--- src/rtl/multi_debouncer.sv ---
// N-channel push-button debouncer: per-channel synchroniser plus a 4-state stability FSM.
// Optional auto-repeat of the press pulse is enabled by defining MULTI_DEBOUNCER_REPEAT_EN.
module multi_debouncer #(
    parameter int unsigned N_CH          = 5,
    parameter int unsigned STABLE_CYCLES = 20_000,
    parameter int unsigned SYNC_STAGES   = 2,
    parameter int unsigned REPEAT_DELAY  = 50_000_000,
    parameter int unsigned REPEAT_PERIOD = 10_000_000
) (
    input  logic            clk,
    input  logic            rst_n,
    input  logic [N_CH-1:0] btn,
    output logic [N_CH-1:0] db,
    output logic [N_CH-1:0] rise,
    output logic [N_CH-1:0] fall
);

    localparam int unsigned CntW = $clog2(STABLE_CYCLES + 1);

    typedef enum logic [1:0] {StLow, StArmHi, StHigh, StArmLo} state_e;

    if (STABLE_CYCLES < 2 || SYNC_STAGES < 2 || REPEAT_DELAY < 1 || REPEAT_PERIOD < 1)
    begin : g_param_check
        $error("multi_debouncer: illegal parameter value");
    end

    for (genvar i = 0; i < N_CH; i++) begin : g_ch
        logic [SYNC_STAGES-1:0] sync_q;
        logic                   s;
        state_e                 state_q, state_d;
        logic [CntW-1:0]        cnt_q, cnt_d;
        logic                   db_q, db_d;
        logic                   rise_q, rise_d;
        logic                   fall_q, fall_d;
        logic                   rep_pulse;

        always_ff @(posedge clk or negedge rst_n) begin
            if (!rst_n) begin
                sync_q <= '0;
            end else begin
                sync_q <= {sync_q[SYNC_STAGES-2:0], btn[i]};
            end
        end

        assign s = sync_q[SYNC_STAGES-1];

        always_comb begin
            state_d = state_q;
            cnt_d   = cnt_q;
            db_d    = db_q;
            rise_d  = 1'b0;
            fall_d  = 1'b0;
            case (state_q)
                StLow: begin
                    db_d = 1'b0;
                    if (s) begin
                        state_d = StArmHi;
                        cnt_d   = '0;
                    end
                end
                StArmHi: begin
                    db_d = 1'b0;
                    if (!s) begin
                        state_d = StLow;
                    end else if (cnt_q == CntW'(STABLE_CYCLES - 1)) begin
                        state_d = StHigh;
                        db_d    = 1'b1;
                        rise_d  = 1'b1;
                    end else begin
                        cnt_d = cnt_q + 1'b1;
                    end
                end
                StHigh: begin
                    db_d = 1'b1;
                    if (!s) begin
                        state_d = StArmLo;
                        cnt_d   = '0;
                    end
                end
                StArmLo: begin
                    db_d = 1'b1;
                    if (s) begin
                        state_d = StHigh;
                    end else if (cnt_q == CntW'(STABLE_CYCLES - 1)) begin
                        state_d = StLow;
                        db_d    = 1'b0;
                        fall_d  = 1'b1;
                    end else begin
                        cnt_d = cnt_q + 1'b1;
                    end
                end
                default: begin
                    state_d = StLow;
                    cnt_d   = '0;
                    db_d    = 1'b0;
                end
            endcase
        end

`ifdef MULTI_DEBOUNCER_REPEAT_EN
        localparam int unsigned RepMax =
            (REPEAT_DELAY > REPEAT_PERIOD) ? REPEAT_DELAY : REPEAT_PERIOD;
        localparam int unsigned RcntW = $clog2(RepMax + 1);

        logic [RcntW-1:0] rcnt_q, rcnt_d;
        logic             rep_q, rep_d;

        // rep_q marks that the initial delay has elapsed and the period now applies.
        always_comb begin
            rcnt_d    = '0;
            rep_d     = 1'b0;
            rep_pulse = 1'b0;
            if (state_q == StHigh && s) begin
                rep_d = rep_q;
                if (!rep_q && rcnt_q == RcntW'(REPEAT_DELAY - 1)) begin
                    rep_pulse = 1'b1;
                    rep_d     = 1'b1;
                end else if (rep_q && rcnt_q == RcntW'(REPEAT_PERIOD - 1)) begin
                    rep_pulse = 1'b1;
                end else begin
                    rcnt_d = rcnt_q + 1'b1;
                end
            end
        end

        always_ff @(posedge clk or negedge rst_n) begin
            if (!rst_n) begin
                rcnt_q <= '0;
                rep_q  <= 1'b0;
            end else begin
                rcnt_q <= rcnt_d;
                rep_q  <= rep_d;
            end
        end
`else
        assign rep_pulse = 1'b0;
`endif

        always_ff @(posedge clk or negedge rst_n) begin
            if (!rst_n) begin
                state_q <= StLow;
                cnt_q   <= '0;
                db_q    <= 1'b0;
                rise_q  <= 1'b0;
                fall_q  <= 1'b0;
            end else begin
                state_q <= state_d;
                cnt_q   <= cnt_d;
                db_q    <= db_d;
                rise_q  <= rise_d | rep_pulse;
                fall_q  <= fall_d;
            end
        end

        assign db[i]   = db_q;
        assign rise[i] = rise_q;
        assign fall[i] = fall_q;
    end

endmodule

--- config.mk ---
export PLATFORM = sky130hd
export DESIGN_NAME = multi_debouncer
export DESIGN_NICKNAME = d
export VERILOG_FILES = /design/src/rtl/multi_debouncer.sv
export SDC_FILE = /design/constraint.sdc
export NUM_CORES = 1
export LEC_CHECK = 0
export ABC_CLOCK_PERIOD_IN_PS = 2700
export CAP_MARGIN = 20
export CORE_MARGIN = 3
export CORE_UTILIZATION = 64
export CTS_CLUSTER_DIAMETER = 150
export DETAILED_ROUTE_END_ITERATION = 10
export DONT_BUFFER_PORTS = 1
export GPL_TIMING_DRIVEN = 0
export PLACE_DENSITY_LB_ADDON = 0.1
export REMOVE_ABC_BUFFERS = 1
export SYNTH_ARGS = -nofsm -noshare
export SYNTH_HDL_FRONTEND = slang
export SYNTH_SLANG_ARGS = --single-unit
--- constraint.sdc ---
create_clock -name clk -period 2.7 [get_ports clk]
set_input_delay 0.54 -clock clk [delete_from_list [all_inputs] [get_ports clk]]
set_output_delay 0.54 -clock clk [all_outputs]
set_load 0.005 [all_outputs]
* Word-level counts from Yosys, hierarchy flattened
Index checks and enable logic that the tools add are counted.
Word-level totals: register bits 110
Cells by class: eq/ne operators 50, muxes and demuxes 105, add/subtract/negate cells 5, reduce and logical (&&, ||, !) cells 15
Operator list (count):
- $mux W15 | 25
- $pmux W15 S4 | 5
- $add A15 B1 Y15 const B | 5
- $eq A15 B15 Y1 const B | 5
- $mux W2 | 30
- $ne A2 B2 Y1 const B | 20
- $pmux W2 S4 | 5
- $reduce_and A4 Y1 | 10
- $mux W1 | 35
- $ne A3 B3 Y1 const B | 10
- $eq A2 B2 Y1 const B | 10
- $pmux W1 S4 | 5
- $eq A2 B1 Y1 const B | 5
- $logic_not A2 Y1 | 5

* Logic depth before layout (Yosys ltp)
Gate-level depths: netlist (run 1).
depth after elaboration 4, depth in mapped cells 6, mapped depth without buffers 5

* Worst setup path after synthesis (run 1)
Ideal clock, no wire load.
path type reg2reg, start register g_ch[4].cnt_q[5], end register g_ch[4].cnt_q[0], period minus slack after synthesis 2.120 ns, required time 2.575 ns, library setup time 0.125 ns, data arrival time 1.995 ns, stages on the path, launching flop included 6, path buffers 1, setup slack 0.580 ns, cell sequence dfrtp_1 -> or4b_1 -> or4_1 -> clkbuf_1 -> nand2_2 -> mux2_2
On the way: word-level cells in the longest chain between the ends 4, elaborated cells on any way between the ends 5, classes of those cells eq/ne: 1; mux: 4
Ends and longest elaborated chain:
- start: declaration | RTL line 31 | logic [CntW-1:0] cnt_q, cnt_d;
- start signal: assignment | RTL line 148 | cnt_q <= cnt_d;
- $eq A15 B15 Y1 (*) | RTL line 65, 84
- $mux W15 (*)
- $mux W15, on equally long branches
- $pmux W15 S4 (*)
Mark *: on every way between the ends. The rest lies on a longest branch, timed or not. The select of a mux whose other input is x is not followed. A chain may end at the register's enable or synchronous reset.

* Worst setup path after layout (run 1)
start register g_ch[2].sync_q[1], end register g_ch[2].cnt_q[9]
On the way: word-level cells in the longest chain between the ends 2, elaborated cells on any way between the ends 5, classes of those cells eq/ne: 4; reduce/logical: 1
Ends and longest elaborated chain:
- start: declaration | RTL line 28 | logic [SYNC_STAGES-1:0] sync_q;
- start signal: assignment | RTL line 41 | sync_q <= {sync_q[SYNC_STAGES-2:0], btn[i]};
- $ne A2 B2 Y1 (no source line)
- $reduce_and A4 Y1 (no source line) (*)
- end signal: assignment | RTL line 148
- end: declaration | RTL line 31
Mark *: on every way between the ends. The rest lies on a longest branch, timed or not.

==> results of run 1 <==
-- cells in the final DEF, fill, tap and decap left out, drive strengths merged, types with 6 or more instances in the layout --
cell	instances
nor4	9
nor3	9
dfrtp	110
and2	7
and3	10
nor2	34
a31oi	8
mux2	14
nand2b	6
nand3	32
or4	19
clkbuf	9
nor3b	13
xnor2	14
mux2i	11
o21ai	24
or3	10
nand4	25
o31ai	8
nand2	53
a21oi	13
inv	15
a22o	8
o211ai	8
-- through the flow --
step	instance area, um^2	cells	utilization, %	hold WS (ns)
floorplan	5490	528	-	0.244
global placement	5620	633	66.7	0.247
detailed placement	5620	633	66.8	0.248
CTS	5830	649	69.2	-0.173
global route	5830	650	69.3	-0.197
finish	5830	650	69.3	-0.151
-- sequential cells by signal, indices dropped and copies added (netlist names), named ones only --
| signal | count |
|---|---|
| g_ch.db_q | 5 |
| g_ch.state_q | 5 |
| g_ch.sync_q | 10 |
| g_ch.cnt_q | 75 |
| g_ch.fall_q | 5 |
| g_ch.rise_q | 5 |
-- synth_stat cells, drive strengths merged, types with 10 or more instances --
cell / instances / area (um^2)
nand3: 32 / 160
o21ai: 24 / 120
nor3b: 13 / 97.6
and3: 10 / 67.6
or4: 19 / 146
nor2: 34 / 128
mux2i: 11 / 110
a21oi: 13 / 65.1
dfrtp: 110 / 2750
inv: 12 / 45.0
buf: 16 / 124
xnor2: 14 / 123
mux2: 14 / 158
nand2: 53 / 201
clkbuf: 21 / 80.1
or3: 10 / 62.6
nand4: 25 / 156
-- layer usage --
metal	vias up	wire (um)	GRT usage, %
met5	-	0	0
met4	0	35	5.80
met3	5	381	5.35
met2	64	5080	36.6
met1	2087	5030	31.1
li1	2050	-	-
-- path summary, 6_finish.rpt --
check / from / endpoint / slack (ns) / cells past startpoint
max reg2reg: g_ch[2].sync_q[1] / g_ch[2].cnt_q[9] / 0.29 / 4
max in group asynchronous: rst_n / g_ch[4].cnt_q[5] / 2.69 / 0
min in group clk: btn[4] / g_ch[4].sync_q[0] / 0.18 / 0
min: rst_n / g_ch[1].cnt_q[7] / -0.15 / 0
max: g_ch[2].sync_q[1] / g_ch[2].cnt_q[9] / 0.29 / 4
min reg2reg: g_ch[2].sync_q[0] / g_ch[2].sync_q[1] / 0.36 / 0
-- kinds of logic (layout without fill, tap and decap cells) --
kind of cell | count (synthesis) | in the layout | share of synthesized area (%)
buffers and inverters | 50 | 30 | 4.44
AND/OR/NAND/NOR | 256 | 256 | 26.4
adder cells (fa/ha/maj) | 5 | 5 | 1.10
XOR/XNOR | 19 | 19 | 2.93
flip-flops | 110 | 110 | 48.4
multiplexers | 25 | 25 | 4.71
AO/OA/AOI/OAI | 100 | 100 | 12.1
-- layout make-up --
| class | instances | area (um^2) |
|---|---|---|
| tap | 105 | 131 |
| clock inverter | 7 | 77.6 |
| timing repair buffer | 1 | 7.51 |
| fill | 668 | 2590 |
| sequential | 110 | 2750 |
| multi-input combinational | 405 | 2690 |
| clock buffer | 9 | 124 |
| inverter | 13 | 48.8 |
-- power by group --
group	switching, W	leakage (nW)	internal [W]
sequential	0.000102	1.49	0.00171
combinational	0.0000892	0.872	0.0000795
clock	0.000601	0.103	0.000368
==> results by group, run 1 <==
Outcome
  – Status: finished with violations
  – Failing checks: negative hold slack

STA
  – Skew final: 0.0106 ns
  – Min Tclk post-route: 2.41 ns
  – Setup repair after global routing missed its margin: no
  – Max-slew violations: 0
  – Rel. slew slack: 34.5%
  – Post-route clock period utilization: 89.3%
  – Min Hold Slack: -0.151 ns
  – Final worst slack: 0.288 ns
  – Fmax: 415 MHz
  – Worst Tran Pin Value: 0.976 ns
  – Final hold vios: 110
  – # setup viols final: 0
  – TNS Setup: 0 ns

Placement
  – DPL Wire Length: 7.07 mm
  – Pre-CTS setup slack: 0.353 ns
  – Final Wtd Congestion: 0.863
  – Input/output buffers: 0

Final layout
  – Share of cells above drive strength 1: 8.07%
  – Antenna Cells: 0
  – Nets@finish: 552
  – Layout overhead on the synthesized area: 2.53%

Critical path
  – Kind of critical path: reg -> reg
  – Max incr delay on CP: 0.80 ns
  – Type of destination of the critical path: register
  – WP data arrival: 2.73 ns
  – Worst Path Required: 3.02 ns
  – Worst Path Buf+Inv: 0
  – Cells along the critical path: xnor2_1 > nor2_1 > or4_1 > nand2_1
  – Setup crit start kind: register
  – Slowest CP cell: xnor2_1
  – Worst-path fanout max: 12
  – Critical path's top delay family: simple AND/OR/NAND/NOR gates

Clock tree
  – Worst-Skew Late Latency: 0.37 ns
  – H-tree Lvls: 3
  – Resized cells post-CTS: 0
  – Setup Buffers After CTS: 0
  – CTS Root Cell: clkbuf_8
  – CTS tree: done
  – CTS Sinks: 110
  – Clock buffer count from CTS: 9
  – Worst-path clk slew: 0.11 ns
  – CTS max path bufs: 2

Floorplanning
  – Row count: 33
  – Area of the core: 0.00842 mm^2
  – Chip Height: 100 um
  – Initial Util: 67.5%
  – Die W: 100 um
  – DIE AREA: 0.0101 mm^2
  – I/O Pins: 22

GRT
  – Gr ovfl total: 0
  – First-pass GRT wire length: 18.7 mm
  – Largest net degree at the start of global routing: 111
  – Tot GR Track Use: 22.7%
  – Antenna violations before repair: 0
  – Number of global-route vias before repair: 4052

Routing
  – 1st-pass router iterations: 5
  – Antenna Nets Post-Route: 0
  – DRC Markers: 0
  – Initial DRC count: 209
  – Vias per cell: 6.47
  – Wire per inst: 16.2 um
  – DRT Wirelength: 10.5 mm
  – Via total after detailed routing: 4206

Synth
  – EDFF count, synth: 0
  – Most common flop cell mapped by yosys: dfrtp_1
  – Asr flop ratio synth: 100%
  – #FFs+latches synth: 110
  – Netlist cell types: 66
  – Synth Instances: 565
  – Yosys Warn Count: 0
  – Seq/Total Area, Yosys: 48.4%
  – Avg Inst Size Synth: 10.1 um^2
  – Mapped cell area: 0.00569 mm^2

Power
  – PD cells: 506 mW/mm^2
  – Pleak: 2.46 nW
  – Pwr Total: 0.00295 W
  – Max VDD drop: 0.336 mV

Job
  – Max Cap Viol: 0

Worst hold path
  – HP Class: in -> async
(Power assumes the default switching activity.)
==> run 2: changes to the inputs <==
Settings changed: ABC_AREA from default to 1, ABC_CLOCK_PERIOD_IN_PS 2700 to 2900, CORE_UTILIZATION 64 to 65.
Clock period 2.7 ns to 2.9 ns, I/O delays scaled along.
==> results by group, run 2 <==
STA
  – Final worst slack: 0.975 ns (+0.687 ns)
  – Skew final: 0.0154 ns (+0.00481 ns)
  – # setup viols final: 0 (unchanged)
  – TNS Setup: 0 ns (unchanged)
  – Post-route clock period utilization: 66.4% (-23 points)
  – Rel. slew slack: 68.4% (+34 points)
  – Max-slew violations: 0 (unchanged)
  – Final hold vios: 110 (unchanged)
  – Setup repair after global routing missed its margin: no
  – Fmax: 519 MHz (+25%)
  – Min Hold Slack: -0.118 ns (+0.0328 ns)
  – Min Tclk post-route: 1.93 ns (-0.487 ns)
  – Worst Tran Pin Value: 0.475 ns (-0.502 ns)

Floorplanning
  – Chip Height: 103 um (+2.5%)
  – Die W: 103 um (+2.5%)
  – Row count: 34 (+3.0%)
  – DIE AREA: 0.0106 mm^2 (+5.1%)
  – Area of the core: 0.00893 mm^2 (+6.1%)
  – Initial Util: 68.2% (+0.66 points)
  – I/O Pins: 22 (unchanged)

Power
  – Flop pwr share: 57.8% (-3.7 points)
  – Clk pwr share: 38.4% (+5.6 points)
  – Switching Fraction: 21.5% (-5.4 points)
  – Switch Pwr: 0.000601 W (-24%)
  – Cell internal pwr: 0.00220 W (+1.7%)
  – Pleak: 2.77 nW (+12%)
  – Comb pwr share: 3.9% (-1.8 points)
  – PD cells: 449 mW/mm^2 (-11%)
  – Max VDD drop: 0.330 mV (-1.8%)

Job
  – Max Cap Viol: 0 (unchanged)

Synth
  – Synth cell count leaders: 252 x nand2_1, 110 x dfrtp_1, 107 x nor2_1
  – Avg Inst Size Synth: 7.61 um^2 (-24%)
  – EDFF count, synth: 0 (unchanged)
  – Seq/Total Area, Yosys: 45.2% (-3.2 points)
  – Area contributors post-synth: dfrtp_1 45%, nand2_1 16%, nor2_1 6.6%
  – Mapped cell area: 0.00609 mm^2 (+7.1%)
  – Asr flop ratio synth: 100% (unchanged)
  – Post-synth top area share: 45.2% (-3.2 points)
  – #FFs+latches synth: 110 (unchanged)
  – Netlist cell types: 28 (-58%)
  – Largest area contributor in the netlist: dfrtp_1
  – Yosys Warn Count: 0 (unchanged)
  – Most common flop cell mapped by yosys: dfrtp_1
  – Most frequent cell after synthesis: nand2_1
  – Synth Instances: 801 (+42%)

Placement
  – Final Wtd Congestion: 0.892 (+3.3%)
  – Pre-CTS setup slack: 0.963 ns (+0.610 ns)
  – Input/output buffers: 0 (unchanged)
  – DPL Wire Length: 7.61 mm (+7.6%)

Outcome
  – Status: finished with violations
  – Failing checks: negative hold slack

Clock tree
  – Clock buffer count from CTS: 9 (unchanged)
  – H-tree Lvls: 3 (unchanged)
  – CTS tree: done
  – Worst-path clk slew: 0.10 ns (about the same)
  – Worst-Skew Late Latency: 0.38 ns (about the same)
  – CTS Root Cell: clkbuf_8
  – CTS max path bufs: 2 (unchanged)
  – CTS Sinks: 110 (unchanged)

Routing
  – Initial DRC count: 275 (+32%)
  – 1st-pass router iterations: 5 (unchanged)
  – Antenna Nets Post-Route: 0 (unchanged)
  – Wire per inst: 12.3 um (-24%)
  – Via total after detailed routing: 4882 (+16%)
  – Vias per cell: 5.47 (-16%)
  – DRC Markers: 0 (unchanged)
  – DRT Wirelength: 11.0 mm (+4.1%)

Critical path
  – Worst-path fanout max: 21 (+9)
  – Type of destination of the critical path: register
  – Worst-case reg-to-reg path depth: 9 (+5)
  – Reg2reg start: g_ch[3].cnt_q[0]
  – Worst Path Required: 3.15 ns (+0.13 ns)
  – Reg-to-reg endpoint: g_ch[3].cnt_q[12]
  – Kind of critical path: reg -> reg
  – Setup crit start kind: register
  – Reg2reg setup slack: 0.97 ns (+0.69 ns)
  – WP data arrival: 2.18 ns (-0.55 ns)

GRT
  – Largest net degree at the start of global routing: 111 (unchanged)
  – Number of global-route vias before repair: 4483 (+11%)
  – Tot GR Track Use: 22.3% (-0.38 points)
  – Gr ovfl total: 0 (unchanged)
  – Antenna violations before repair: 0 (unchanged)
  – First-pass GRT wire length: 19.0 mm (+1.5%)

Final layout
  – Nets@finish: 793 (+44%)
  – Layout overhead on the synthesized area: 2.20%
  – Share of cells above drive strength 1: 5.73% (-2.3 points)
  – Reg with most FFs: g_ch.cnt_q
  – Commonest non-fill, non-tap cell in the layout: nand2_1
  – Number of flip-flops in the largest register: 75 (unchanged)
  – Antenna Cells: 0 (unchanged)
  – Filler cells: 711 (+6.4%)
  – Largest regs: g_ch.cnt_q: 75 flops, g_ch.sync_q: 10 flops
  – Most frequent cells in the layout: 252 x nand2_1, 110 x dfrtp_1, 107 x nor2_1, 76 x nand3_1, 62 x inv_1

Worst hold path
  – HP Class: in -> async
[run 2: cell count changes after synthesis, moves of 13 or more]
cell	delta
nand2_1	+200
nor2_1	+73
inv_1	+50
nand3_1	+44
xor2_1	+24
or4_1	-18
clkbuf_1	-15
o21ai_1	+15
a21oi_1	-13
mux2_2	-13
o21ai_2	+13
[run 2: cell families after synthesis]
group,after synthesis,share of synthesized area (%)
AND/OR/NAND/NOR,488,34.4
AO/OA/AOI/OAI,70,6.92
flip-flops,110,45.2
buffers and inverters,96,7.93
adder cells (fa/ha/maj),5,1.03
XOR/XNOR,32,4.60
[run 2: how the worst max path moves through the flow]
| stage | startpoint | to | slack (ns) |
|---|---|---|---|
| 6_report | g_ch[3].cnt_q[0] | g_ch[3].cnt_q[12] | 0.97 |
| 3_5_place_dp | g_ch[3].cnt_q[0] | g_ch[3].cnt_q[12] | 0.96 |
| 3_3_place_gp | g_ch[3].cnt_q[0] | g_ch[3].cnt_q[11] | 1.0 |
| 4_1_cts | g_ch[3].cnt_q[0] | g_ch[3].cnt_q[12] | 0.94 |
| 5_1_grt | g_ch[3].cnt_q[0] | g_ch[3].cnt_q[12] | 0.83 |
| 2_1_floorplan | g_ch[3].cnt_q[0] | g_ch[3].cnt_q[10] | 1.22 |
[run 2: cell type report]
cell class | instances | area [um^2] | share of cell area, %
Tap cell | 108 | 135 | 2.17
Clock inverter | 4 | 95.1 | 1.53
Sequential cell | 110 | 2750 | 44.2
Clock buffer | 11 | 141 | 2.27
Multi-Input combinational cell | 595 | 2860 | 45.9
Inverter | 65 | 245 | 3.94
[run 2: worst max-delay path, stage by stage, from the launching register on]
cell and delay [ns]:
dfrtp_1 0.43, ha_1 0.26, nand2_2 0.11, nor2_1 0.05, nand2_1 0.10, nor2_4 0.06, nor2_4 0.22, clkinv_2 0.33
nand2_1 0.16, o21ai_2 0.06
[run 2: power groups by stage]
| stage | combinational [W] | clock [W] | sequential [W] |
|---|---|---|---|
| finish | 0.000108 | 0.00107 | 0.00162 |
| CTS | 0.000110 | 0.00110 | 0.00162 |
| global route | 0.000125 | 0.00117 | 0.00162 |
| detailed placement | 0.000109 | 0 | 0.00165 |
| floorplan | 0.0000894 | 0 | 0.00163 |
| global placement | 0.000104 | 0 | 0.00164 |
[run 2: repair_timing]
action | in CTS | in global routing
gates resized for setup | 0 | 0
setup buffers | 0 | 0
endpoints found under the hold margin | 110 | 110
[run 2: layer usage]
metal / vias to the layer above / share of wire [%] / global-route usage (%)
met5: - / 0 / 0
met3: 12 / 4.6 / 5.55
met1: 2256 / 48 / 29.7
met2: 98 / 46 / 36.4
li1: 2516 / - / -
met4: 0 / 1.1 / 6.37
[run 2: per-stage QoR]
stage	utilization, %	total power (W)	hold slack [ns]	area [um^2]	cells
after floorplan	-	0.00172	0.284	5860	770
after global placement	67.1	0.00175	0.287	5990	878
after detailed placement	67.1	0.00175	0.287	5990	878
after CTS	69.7	0.00283	-0.132	6230	893
final	69.7	0.00280	-0.118	6230	893
after global routing	69.7	0.00292	-0.155	6230	893
